## src/rtl/param_streamer.sv

```systemverilog
// Streams per-layer parameter records from external memory onto the CiM bus.
// Each record is announced by a START instruction followed by packed DATA instructions.
module param_streamer #(
  parameter int N_STORAGE  = 16,
  parameter int NUM_CIMS   = 64,
  parameter int WPI        = 3,
  parameter int NUM_LAYERS = 8,
  parameter int ADDR_W     = 15,
  parameter int LEN_W      = 7,
  parameter int OP_START   = 1,
  parameter int OP_DATA    = 2,
  localparam int TW = (NUM_CIMS > 1) ? $clog2(NUM_CIMS) : 1,
  localparam int LW = (NUM_LAYERS > 1) ? $clog2(NUM_LAYERS) : 1
) (
  input  logic                     clk,
  input  logic                     rst_n,
  input  logic                     start,
  input  logic                     abort,
  input  logic                     cfg_we,
  input  logic [LW-1:0]            cfg_idx,
  input  logic [ADDR_W-1:0]        cfg_base,
  input  logic [LEN_W-1:0]         cfg_len,
  input  logic [LEN_W-1:0]         cfg_num_rec,
  input  logic                     cfg_bcast,
  output logic                     ext_req,
  output logic [ADDR_W-1:0]        ext_addr,
  input  logic                     ext_valid,
  input  logic [N_STORAGE-1:0]     ext_data,
  output logic                     bus_drive,
  output logic [3:0]               bus_op,
  output logic [WPI*N_STORAGE-1:0] bus_data,
  output logic [TW-1:0]            bus_target,
  output logic                     bus_bcast,
  output logic                     busy,
  output logic                     done
);

  localparam int SW = (WPI > 1) ? $clog2(WPI) : 1;

  localparam logic [2:0] S_IDLE  = 3'd0;
  localparam logic [2:0] S_HDR   = 3'd1;
  localparam logic [2:0] S_FETCH = 3'd2;
  localparam logic [2:0] S_SEND  = 3'd3;
  localparam logic [2:0] S_NEXT  = 3'd4;

  logic [ADDR_W-1:0] tbl_base_q [NUM_LAYERS];
  logic [ADDR_W-1:0] tbl_base_d [NUM_LAYERS];
  logic [LEN_W-1:0]  tbl_len_q  [NUM_LAYERS];
  logic [LEN_W-1:0]  tbl_len_d  [NUM_LAYERS];
  logic [LEN_W-1:0]  tbl_num_q  [NUM_LAYERS];
  logic [LEN_W-1:0]  tbl_num_d  [NUM_LAYERS];
  logic              tbl_bc_q   [NUM_LAYERS];
  logic              tbl_bc_d   [NUM_LAYERS];

  logic [2:0]                          state_q, state_d;
  logic [LW-1:0]                       layer_q, layer_d;
  logic [LEN_W-1:0]                    rec_q, rec_d;
  logic [LEN_W-1:0]                    elem_q, elem_d;
  logic [SW-1:0]                       slot_q, slot_d;
  logic [ADDR_W-1:0]                   rec_base_q, rec_base_d;
  logic [WPI-1:0][N_STORAGE-1:0]       words_q, words_d;
  logic                                done_q, done_d;

  logic [ADDR_W-1:0]             cur_base;
  logic [LEN_W-1:0]              cur_len;
  logic [LEN_W-1:0]              cur_num;
  logic                          cur_bcast;
  logic                          cur_empty;
  logic                          last_layer;
  logic                          hdr_drive;
  logic                          data_drive;
  logic [WPI-1:0][N_STORAGE-1:0] hdr_words;

  assign cur_base   = tbl_base_q[layer_q];
  assign cur_len    = tbl_len_q[layer_q];
  assign cur_num    = tbl_num_q[layer_q];
  assign cur_bcast  = tbl_bc_q[layer_q];
  assign cur_empty  = (cur_len == '0) || (cur_num == '0);
  assign last_layer = (layer_q == LW'(NUM_LAYERS - 1));

  // The table is frozen for the whole stream so record geometry cannot shift mid-layer.
  always_comb begin
    tbl_base_d = tbl_base_q;
    tbl_len_d  = tbl_len_q;
    tbl_num_d  = tbl_num_q;
    tbl_bc_d   = tbl_bc_q;
    if (cfg_we && state_q == S_IDLE) begin
      tbl_base_d[cfg_idx] = cfg_base;
      tbl_len_d[cfg_idx]  = cfg_len;
      tbl_num_d[cfg_idx]  = cfg_num_rec;
      tbl_bc_d[cfg_idx]   = cfg_bcast;
    end
  end

  always_comb begin
    state_d    = state_q;
    layer_d    = layer_q;
    rec_d      = rec_q;
    elem_d     = elem_q;
    slot_d     = slot_q;
    rec_base_d = rec_base_q;
    words_d    = words_q;
    done_d     = 1'b0;

    case (state_q)
      S_IDLE: begin
        if (start) begin
          state_d = S_HDR;
          layer_d = '0;
          rec_d   = '0;
        end
      end
      S_HDR: begin
        if (cur_empty) begin
          if (last_layer) begin
            state_d = S_IDLE;
            done_d  = 1'b1;
          end else begin
            layer_d = layer_q + 1'b1;
            rec_d   = '0;
          end
        end else begin
          state_d = S_FETCH;
          elem_d  = '0;
          slot_d  = '0;
          words_d = '0;
          if (rec_q == '0) rec_base_d = cur_base;
        end
      end
      S_FETCH: begin
        if (ext_valid) begin
          words_d[slot_q] = ext_data;
          elem_d          = elem_q + 1'b1;
          slot_d          = slot_q + 1'b1;
          if (slot_q == SW'(WPI - 1) || elem_q == cur_len - LEN_W'(1)) state_d = S_SEND;
        end
      end
      S_SEND: begin
        state_d = S_NEXT;
      end
      S_NEXT: begin
        if (elem_q != cur_len) begin
          state_d = S_FETCH;
          slot_d  = '0;
          words_d = '0;
        end else if (!cur_bcast && rec_q != cur_num - LEN_W'(1)) begin
          state_d    = S_HDR;
          rec_d      = rec_q + 1'b1;
          rec_base_d = rec_base_q + ADDR_W'(cur_len);
        end else if (last_layer) begin
          state_d = S_IDLE;
          done_d  = 1'b1;
        end else begin
          state_d = S_HDR;
          layer_d = layer_q + 1'b1;
          rec_d   = '0;
        end
      end
      default: state_d = S_IDLE;
    endcase

    // Abort wins over everything, including a start in the same cycle.
    if (abort) begin
      state_d = S_IDLE;
      done_d  = 1'b0;
      layer_d = '0;
      rec_d   = '0;
      elem_d  = '0;
      slot_d  = '0;
      words_d = '0;
    end
  end

  always_ff @(posedge clk or negedge rst_n) begin
    if (!rst_n) begin
      for (int i = 0; i < NUM_LAYERS; i++) begin
        tbl_base_q[i] <= '0;
        tbl_len_q[i]  <= '0;
        tbl_num_q[i]  <= '0;
        tbl_bc_q[i]   <= 1'b0;
      end
      state_q    <= S_IDLE;
      layer_q    <= '0;
      rec_q      <= '0;
      elem_q     <= '0;
      slot_q     <= '0;
      rec_base_q <= '0;
      words_q    <= '0;
      done_q     <= 1'b0;
    end else begin
      tbl_base_q <= tbl_base_d;
      tbl_len_q  <= tbl_len_d;
      tbl_num_q  <= tbl_num_d;
      tbl_bc_q   <= tbl_bc_d;
      state_q    <= state_d;
      layer_q    <= layer_d;
      rec_q      <= rec_d;
      elem_q     <= elem_d;
      slot_q     <= slot_d;
      rec_base_q <= rec_base_d;
      words_q    <= words_d;
      done_q     <= done_d;
    end
  end

  always_comb begin
    hdr_words    = '0;
    hdr_words[0] = N_STORAGE'(cur_len);
    hdr_words[1] = N_STORAGE'(layer_q);
  end

  // Address is derived from registered state only, so it holds steady across wait cycles.
  always_comb begin
    hdr_drive  = (state_q == S_HDR) && !cur_empty;
    data_drive = (state_q == S_SEND);
    ext_req    = (state_q == S_FETCH);
    ext_addr   = ext_req ? (rec_base_q + ADDR_W'(elem_q)) : '0;
    bus_drive  = hdr_drive || data_drive;
    bus_op     = hdr_drive ? 4'(OP_START) : (data_drive ? 4'(OP_DATA) : 4'd0);
    bus_data   = hdr_drive ? hdr_words : (data_drive ? words_q : '0);
    bus_target = bus_drive ? TW'(int'(rec_q) % NUM_CIMS) : '0;
    bus_bcast  = bus_drive && cur_bcast;
    busy       = (state_q != S_IDLE);
    done       = done_q;
  end

endmodule

```

## config.mk

```make
export PLATFORM = sky130hd
export DESIGN_NAME = param_streamer
export DESIGN_NICKNAME = d
export VERILOG_FILES = /design/src/rtl/param_streamer.sv
export SDC_FILE = /design/constraint.sdc
export NUM_CORES = 1
export LEC_CHECK = 0
export CORE_MARGIN = 2
export CORE_UTILIZATION = 40
export DETAILED_ROUTE_END_ITERATION = 10
export GPL_TIMING_DRIVEN = 0
export SLEW_MARGIN = 20
export SYNTH_ARGS = -nofsm -noshare
export SYNTH_HDL_FRONTEND = slang
export SYNTH_SLANG_ARGS = --single-unit
```

## constraint.sdc

```tcl
create_clock -name clk -period 4.7 [get_ports clk]
set_input_delay 1.175 -clock clk [delete_from_list [all_inputs] [get_ports clk]]
set_output_delay 1.175 -clock clk [all_outputs]
set_load 0.05 [all_outputs]
```

==> results of run 1 <==
==> cells in the mapped netlist (3+ instances only) <==
cell       count  area [um2]
nor2b_1        5       31.28
nor3b_1        4       30.03
or3_1         10       62.56
mux4_1         3       78.83
or4_1          4       30.03
a21o_1         7       52.55
nor3_1        15       75.07
o21ai_0       34       170.2
and3_1         5       31.28
xor2_1        10       87.58
buf_6          4       45.04
o2bb2ai_1      4       35.03
and2_1        45       281.5
a22o_1        50       437.9
mux4_2        53        1194
buf_1         13       48.80
buf_2          7       35.03
o311ai_0       3       26.28
nand2_1       57       214.0
a31oi_1        5       31.28
clkbuf_1      46       172.7
o21bai_1       4       30.03
a21oi_1       36       180.2
nand4b_1       4       35.03
nand4_1        3       18.77
nand2b_1       7       43.79
buf_4          7       52.55
dfrtp_1      326        8158
or2_2          4       25.02
o211ai_1       5       37.54
nand3_1       28       140.1
ha_1          25       312.8
nor2_1        49       183.9
mux2i_1       21       210.2
inv_1         24       90.09
mux2i_2        3       41.29
xnor2_1       25       219.0
mux2_2       249        2804
nand3b_1       8       60.06
==> metrics by stage <==
| stage | TNS, ns | power, mW |
|---|---|---|
| 6_report | 0 | 12.08 |
| 5_1_grt | 0 | 12.80 |
| 4_1_cts | 0 | 12.09 |
| 3_5_place_dp | -37.05 | 8.889 |
| 3_3_place_gp | -3924.86 | 8.758 |
| 2_1_floorplan | -1.550 | 7.631 |
==> what timing repair did <==
action	4_1_cts	5_1_grt
pin swaps	1	2
resized for setup	186	30
setup buffers	11	8
endpoints found under the setup margin	82	26
gates cloned	2	0
==> layout make-up <==
cell class	instances	area, um2	area share, %
Buffer	76	446.7	2.230
Clock buffer	52	1054	5.259
Clock inverter	14	211.5	1.056
Inverter	26	97.59	0.4872
Multi-Input combinational cell	835	7871	39.29
Sequential cell	326	8159	40.73
Tap cell	532	665.6	3.323
Timing Repair Buffer	154	1526	7.620
==> report_power, final <==
part,internal (mW),switching (mW),leakage (nW)
sequential,3.93,0.577,4.06
combinational,2.25,2.31,3.71
clock,1.84,1.17,0.616
==> metal layers <==
metal,track usage [%],up-vias
li1,-,5021
met1,29.22,5713
met2,31.76,244
met3,3.469,54
met4,5.179,0
met5,0,-
==> state kept, by name, indices dropped and copies added (netlist names), 3 cells and up <==
signal      flops
tbl_num_q      56
rec_q           7
words_q        48
tbl_len_q      56
elem_q          7
tbl_bc_q        8
rec_base_q     15
layer_q         3
state_q         3
tbl_base_q    120
==> path summary, 6_finish.rpt <==
kind | from | to | slack (ns) | cells past startpoint
max | layer_q[1] | bus_target[3] | 0.12 | 13
min | words_q[37] | words_q[37] | 0.49 | 1
max reg2reg | layer_q[1] | rec_base_q[14] | 0.45 | 17
min reg2reg | words_q[37] | words_q[37] | 0.49 | 1
max in group asynchronous | rst_n | tbl_len_q[38] | 3.12 | 3
min in group asynchronous | rst_n | rec_base_q[9] | 0.57 | 1
==> cell families (layout without fill, tap and decap cells) <==
| group | after synthesis | after routing |
|---|---|---|
| flops | 326 | 326 |
| simple gates | 259 | 260 |
| mux | 332 | 332 |
| compound gates | 178 | 178 |
| other cells | 1 | 2 |
| fa+ha+maj | 27 | 27 |
| xor+xnor | 36 | 36 |
| buf+inv | 104 | 322 |
==> worst max-delay path, stage by stage, from the launching register on <==
cell and delay, ns:
dfrtp_1 0.37, buf_6 0.14, buf_12 0.10, buf_12 0.14, mux4_2 0.55, mux2i_4 0.33
ha_4 0.20, nand3_2 0.10, nor3_4 0.25, nor2_4 0.09, nand2_4 0.13, clkbuf_8 0.17
a21oi_1 0.07, buf_4 0.22
==> flow_metrics.env, run 1 <==
export IMPL_outcome="completed"
export IMPL_rsz0062_at_grt="no"
export IMPL_utilization_pct=49.40
export IMPL_ys_flop_type="dfrtp_1"
export IMPL_fin_area_mm2=0.02003
export IMPL_drt_wl_total_mm=42.03
export IMPL_drt_iter0_drc=650
export IMPL_clk_path_buf_depth=3
export IMPL_setup_viol_count_final=0
export IMPL_htree_levels=2
export IMPL_cp_data_required_time_ns=3.52
export IMPL_io_buffers=130
export IMPL_fp_dieW_um=206.1
export IMPL_synth_edf_count=0
export IMPL_cap_violations=0
export IMPL_async_reset_ff_share_pct=100.0
export IMPL_initial_core_util_pct=40.29
export IMPL_power_density_mw_per_mm2=603.2
export IMPL_pre_cts_ws_ns=-1.704
export IMPL_max_slew_margin_pct=32.08
export IMPL_grtUsageTotal_pct=20.25
export IMPL_grt_pass1_wl_mm=65.90
export IMPL_antenna_found_initial=1
export IMPL_clock_sinks=326
export IMPL_maxUsedRoutingLayer="met4"
export IMPL_vias_per_cell=5.475
export IMPL_holdBufCountCts=0
export IMPL_ys_ff_latch=326
export IMPL_max_clock_freq_ghz=0.2182
export IMPL_core_mm2=0.04055
export IMPL_setup_worst_path_class="reg2out"
export IMPL_max_slew_worst_pin_slew_ns=1.019
export IMPL_endpoint_kind="output port"
export IMPL_layout_setup_ws_ns=0.1173
export IMPL_cp_arrival_ns=3.41
export IMPL_synthAdderAreaFrac_pct=2.160
export IMPL_die_area_mm2=0.04248
export IMPL_finalHoldViolCount=0
export IMPL_final_cell_mix="dfrtp_1 (325), mux2_2 (249), clkdlybuf4s50_1 (100)"
export IMPL_area_growth_pct=22.61
export IMPL_cts_tree="yes"
export IMPL_place_congestion=0.8573
export IMPL_final_layout_size_suffix_gt1_share_pct=32.37
export IMPL_cts_root_buf="clkbuf_16"
export IMPL_pin_count=133
export IMPL_dieHeight_um=206.1
export IMPL_nNetsFinal=1538
export IMPL_synth_top_family_by_area="multiplexers"
export IMPL_vias=11032
export IMPL_dp_hpwl_mm=29.07
export IMPL_path_clk_slew_ns=0.06
export IMPL_drt_pass1_iter_count=5
export IMPL_numCtsBuffers=37
export IMPL_met1_length_mm=20.20
export IMPL_grt_max_degree=83
export IMPL_hold_class="reg2reg"
export IMPL_synth_xor_area_share_pct=1.976
export IMPL_dr_wl_met3_mm=2.005
export IMPL_fill_cells=3649
export IMPL_post_route_min_period_ns=4.583
export IMPL_ir_worst_vdd_v=0.0002907
export IMPL_synth_mux_area_share_pct=26.83
export IMPL_slew_viol_final=0
export IMPL_synthCells=1263
export IMPL_layoutNonFillerInstCount=2015
export IMPL_synth_seq_area_share_pct=49.93
export IMPL_routedWlPerCell_um=20.86
export IMPL_syn_area_per_cell_um2=12.94
export IMPL_drc_errors=0
export IMPL_yosysWarnings=0
export IMPL_synth_distinct_cells=77
export IMPL_fin_skew_ns=0.01756
export IMPL_ant_nets=0
export IMPL_antenna_cells=0
export IMPL_crit_path_start_kind="register"
export IMPL_gr_total_overflow=0
export IMPL_path_max_fanout=9
export IMPL_placedCellCount=1930
export IMPL_final_common_cell="dfrtp_1"
export IMPL_placed_cell_area_mm2=0.01845
export IMPL_synth_area_mm2=0.01634
export IMPL_p_leak_nw=8.390
export IMPL_clkLatencyLatePin_ns=0.54
export IMPL_whs_ns=0.4870
export IMPL_period_share_pct=97.50
export IMPL_met2_length_mm=19.17
export IMPL_synth_compound_area_share_pct=7.919
export IMPL_rows=74
export IMPL_grt_pass1_vias=11180
export IMPL_synthSimpleGateAreaFrac_pct=8.271
No activity file was read; power rests on OpenSTA's default activity.
==> inputs of run 2 (changes only) <==
Settings changed: CORE_MARGIN 2 to 8.
==> flow_metrics.env, run 2 (synthesis results as in run 1) <==
export IMPL_vias=11164
export IMPL_grt_pass1_wl_mm=69.15
export IMPL_slew_viol_final=0
export IMPL_p_leak_nw=8.475
export IMPL_max_stage_delay_ns=0.54
export IMPL_area_growth_pct=23.89
export IMPL_finalHoldViolCount=0
export IMPL_drt_wl_total_mm=43.91
export IMPL_dieHeight_um=218.1
export IMPL_hold_depth=1
export IMPL_post_route_min_period_ns=4.604
export IMPL_die_area_mm2=0.04757
export IMPL_fin_area_mm2=0.02024
export IMPL_antenna_found_initial=1
export IMPL_routedWlPerCell_um=21.63
export IMPL_path_max_fanout=8
export IMPL_clkLatencyLatePin_ns=0.55
export IMPL_drt_pass1_iter_count=5
export IMPL_cp_slowest_cell="mux4_2"
export IMPL_holdBufCountCts=0
export IMPL_outcome="completed"
export IMPL_finalSetupTns_ns=0
export IMPL_period_share_pct=97.96
export IMPL_setup_worst_path_class="reg2out"
export IMPL_crit_top_cell="buf_6"
export IMPL_worstPathCellList="buf_6, buf_12, buf_8, mux4_2, mux2i_4, ha_4, nand3_2, nor3_4, nor2_4, nand2_4, buf_8, buf_6, a21oi_4, buf_6"
export IMPL_final_cell_mix="dfrtp_1 (324), mux2_2 (249), clkdlybuf4s50_1 (100)"
export IMPL_fp_dieW_um=218.1
export IMPL_htree_levels=2
export IMPL_whs_ns=0.4897
export IMPL_numCtsBuffers=38
export IMPL_grt_pass1_vias=11484
export IMPL_hold_class="reg2reg"
export IMPL_nNetsFinal=1553
export IMPL_cp_arrival_ns=3.43
export IMPL_setup_viol_count_final=0
export IMPL_place_congestion=0.8837
export IMPL_total_power_mw=12.18
export IMPL_initial_core_util_pct=40.29
export IMPL_r2r_end="rec_base_q[14]"
export IMPL_hp_start="words_q[12]"
export IMPL_vias_per_cell=5.500
export IMPL_fin_skew_ns=0.02114
export IMPL_crit_path_start_kind="register"
export IMPL_regMostFlops="tbl_base_q"
export IMPL_reg2reg_setup_slack_ns=0.50
export IMPL_final_layout_size_suffix_gt1_share_pct=33.71
export IMPL_path_clk_slew_ns=0.07
export IMPL_max_clock_freq_ghz=0.2172
export IMPL_r2r_start="layer_q[1]"
export IMPL_cap_violations=0
export IMPL_max_slew_worst_pin_slew_ns=1.028
export IMPL_max_slew_margin_pct=31.45
export IMPL_grtUsageTotal_pct=18.53
export IMPL_cts_tree="yes"
export IMPL_pre_cts_ws_ns=-1.770
export IMPL_rr_worst_depth=17
export IMPL_placed_cell_area_mm2=0.01842
export IMPL_cts_root_buf="clkbuf_16"
export IMPL_antenna_cells=0
export IMPL_cp_data_required_time_ns=3.52
export IMPL_pin_count=133
export IMPL_final_common_cell="dfrtp_1"
export IMPL_layout_setup_ws_ns=0.09579
export IMPL_grt_max_degree=95
export IMPL_clock_sinks=326
export IMPL_core_mm2=0.04055
export IMPL_ant_nets=0
export IMPL_ir_worst_vdd_v=0.0002428
export IMPL_rsz0062_at_grt="yes"
export IMPL_largest_reg_flops=120
export IMPL_io_buffers=130
export IMPL_drt_iter0_drc=739
export IMPL_clk_path_buf_depth=3
export IMPL_dp_hpwl_mm=30.20
export IMPL_reg_top3="tbl_base_q (120), tbl_len_q (56), tbl_num_q (56)"
export IMPL_power_density_mw_per_mm2=601.9
export IMPL_gr_total_overflow=0
export IMPL_rows=74
export IMPL_drc_errors=0
export IMPL_endpoint_kind="output port"
export IMPL_worstHoldEndpoint="words_q[12]"
==> run 2: how the worst max path moves through the flow <==
stage / from / endpoint / slack, ns / cells after the start
final: layer_q[1] / bus_bcast / 0.1 / 14
after global routing: layer_q[1] / bus_target[3] / -0.01 / 16
after floorplan: layer_q[1] / bus_data[0] / -0.17 / 13
after global placement: rst_n / tbl_base_q[65] / -11.90 / 1
after detailed placement: layer_q[1] / bus_target[2] / -1.77 / 15
after CTS: layer_q[1] / bus_bcast / -0.05 / 16
==> run 2: worst max-delay path: cells and delay by family (launching register included) <==
kind            cells  cell delay, ns
mux                 2            0.86
buf+inv             6            0.80
simple gates        4            0.58
flops               1            0.37
fa+ha+maj           1            0.20
compound gates      1            0.05
==> run 2: area by class of cell <==
type | instances | area [um2]
clock buffer | 55 | 1136
fill | 3612 | 20310
buffer | 76 | 461.7
inverter | 26 | 97.59
timing repair buffer | 168 | 1659
tap | 532 | 665.6
multi-input combinational | 835 | 7915
clock inverter | 12 | 146.4
sequential | 326 | 8160
==> run 2: what timing repair did <==
item,CTS,global route
cloned,2,0
resized for setup,213,26
setup buffers,17,17
endpoints found under the setup margin,84,49
pin swaps,2,10
==> run 2: where the power goes <==
part	leakage [nW]	switching (mW)	total, mW	internal [mW]
Clock	0.627	1.19	3.03	1.84
Sequential	4.06	0.580	4.51	3.93
Combinational	3.79	2.34	4.63	2.30
==> run 2: stage by stage <==
step | util, % | instances
after global placement | 45.21 | 1926
after floorplan | - | 1264
after detailed placement | 45.42 | 1929
after CTS | 49.60 | 2015
after global routing | 49.91 | 2030
final | 49.91 | 2030
==> run 2: per-layer routing <==
metal  global-route usage, %  share of wire [%]  vias to the layer above
met5                       0              0.030                        -
met4                   4.881                2.2                        2
met3                   3.664                5.2                       69
met2                   28.61                 46                      270
met1                   26.44                 47                     5747
li1                        -                  -                     5076
==> inputs of run 3 (changes only) <==
Settings changed: SKIP_CTS_REPAIR_TIMING set to 1.
==> flow_metrics.env, run 3 (synthesis results as in run 1) <==
export IMPL_whs_ns=0.4911
export IMPL_period_share_pct=100.8
export IMPL_place_congestion=0.8837
export IMPL_dp_hpwl_mm=30.20
export IMPL_htree_levels=2
export IMPL_setup_worst_path_class="reg2out"
export IMPL_r2r_start="layer_q[1]"
export IMPL_final_cell_mix="dfrtp_1 (325), mux2_2 (249), clkdlybuf4s50_1 (100)"
export IMPL_antenna_found_initial=1
export IMPL_path_max_fanout=10
export IMPL_numCtsBuffers=38
export IMPL_slew_viol_final=0
export IMPL_ant_nets=0
export IMPL_violations="negative setup slack"
export IMPL_dieHeight_um=218.1
export IMPL_area_growth_pct=24.77
export IMPL_met2_usage_pct=28.37
export IMPL_drt_pass1_iter_count=5
export IMPL_core_mm2=0.04055
export IMPL_regMostFlops="tbl_base_q"
export IMPL_path_clk_slew_ns=0.07
export IMPL_layout_setup_ws_ns=-0.03540
export IMPL_grt_pass1_wl_mm=68.20
export IMPL_largest_reg_flops=120
export IMPL_crit_path_start_kind="register"
export IMPL_fill_cells=3601
export IMPL_die_area_mm2=0.04757
export IMPL_reg_top3="tbl_base_q (120), tbl_len_q (56), tbl_num_q (56)"
export IMPL_p_leak_nw=8.590
export IMPL_busiest_layer="met2"
export IMPL_total_power_mw=12.27
export IMPL_clkLatencyLatePin_ns=0.55
export IMPL_swShare_pct=33.69
export IMPL_power_switching_mw=4.134
export IMPL_fp_dieW_um=218.1
export IMPL_drt_iter0_drc=754
export IMPL_cp_arrival_ns=3.56
export IMPL_finalSetupTns_ns=-0.1034
export IMPL_crit_start="layer_q[1]"
export IMPL_hold_class="reg2reg"
export IMPL_io_buffers=130
export IMPL_antenna_cells=0
export IMPL_reg2reg_setup_slack_ns=0.55
export IMPL_vias_per_cell=5.494
export IMPL_nNetsFinal=1554
export IMPL_grt_max_degree=95
export IMPL_pwr_share_comb_pct=38.5
export IMPL_clock_power_share_pct=24.7
export IMPL_drc_errors=0
export IMPL_cp_data_required_time_ns=3.52
export IMPL_cts_root_buf="clkbuf_16"
export IMPL_power_density_mw_per_mm2=602.0
export IMPL_cts_tree="yes"
export IMPL_gr_total_overflow=0
export IMPL_p_seq_share_pct=36.8
export IMPL_hp_start="words_q[12]"
export IMPL_final_layout_size_suffix_gt1_share_pct=33.49
export IMPL_drt_wl_total_mm=43.77
export IMPL_cap_violations=0
export IMPL_rows=74
export IMPL_fin_skew_ns=0.01904
export IMPL_clk_path_buf_depth=3
export IMPL_ir_worst_vdd_v=0.0003004
export IMPL_max_slew_worst_pin_slew_ns=1.065
export IMPL_routedWlPerCell_um=21.55
export IMPL_max_clock_freq_ghz=0.2112
export IMPL_final_common_cell="dfrtp_1"
export IMPL_pre_cts_ws_ns=-1.770
export IMPL_finalHoldViolCount=0
export IMPL_endpoint_kind="output port"
export IMPL_initial_core_util_pct=40.29
export IMPL_setup_viol_count_final=4
export IMPL_globalRouteMet3Util_pct=3.443
export IMPL_pin_count=133
export IMPL_outcome="finished, violations left"
export IMPL_grtUsageTotal_pct=18.29
export IMPL_rsz0062_at_grt="yes"
export IMPL_clock_sinks=326
export IMPL_grt_pass1_vias=11327
export IMPL_met1_usage_pct=26.29
export IMPL_max_slew_margin_pct=29.01
export IMPL_post_route_min_period_ns=4.735
export IMPL_vias=11158
export IMPL_internal_power_mw=8.137
[run 3: changes by cell type in the layout (fill, tap and decap cells not counted), sizes merged]
cell,before,now
clkdlybuf4s15,5,0
dlygate4sd2,2,0
clkbuf,102,109
buf,90,86
dlymetal6s2s,0,5
[run 3: area by class of cell]
class	instances	area [um2]	share of cell area (%)
Clock buffer	55	1136	5.573
Timing Repair Buffer	167	1720	8.440
Clock inverter	12	146.4	0.7181
Tap cell	532	665.6	3.265
Sequential cell	326	8159	40.03
Buffer	78	491.7	2.412
Inverter	26	100.1	0.4910
Multi-Input combinational cell	835	7965	39.07
[run 3: power by group through the flow]
stage / combinational (mW) / sequential, mW / clock (mW)
3_3_place_gp: 4.25 / 4.52 / 0
6_report: 4.72 / 4.52 / 3.03
5_1_grt: 5.11 / 4.66 / 3.22
2_1_floorplan: 3.29 / 4.34 / 0
3_5_place_dp: 4.34 / 4.55 / 0
4_1_cts: 4.36 / 4.51 / 3.11
[run 3: path summary, 6_finish.rpt]
kind / to / depth (start not counted)
worst max-delay path: bus_target[0] / 13
worst min-delay path: words_q[12] / 1
worst max register to register: rec_base_q[14] / 16
worst min register to register: words_q[12] / 1
max in group asynchronous: tbl_base_q[114] / 3
min in group asynchronous: words_q[13] / 1
[run 3: worst max-delay path: stages (launching register included)]
cell and delay (ns):
dfrtp_1 0.37, buf_6 0.12, buf_4 0.12, buf_6 0.19, mux4_2 0.56, mux2i_4 0.41, nand3_1 0.26, nor3_4 0.26
nor2_4 0.08, nand2_4 0.16, buf_8 0.15, buf_12 0.11, a21oi_4 0.05, buf_8 0.15
[run 3: per-stage QoR]
stage	util (%)	cells	area, um2
6_report	50.27	2031	20380
5_1_grt	50.27	2031	20380
4_1_cts	48.59	1996	19700
3_5_place_dp	45.42	1929	18420
3_3_place_gp	45.21	1926	18330
2_1_floorplan	-	1264	16370
[run 3: layer usage]
metal	vias up	share of wire, %
met2	252	46
met5	-	0.030
met1	5762	48
met3	65	4.6
met4	2	2.0
li1	5077	-
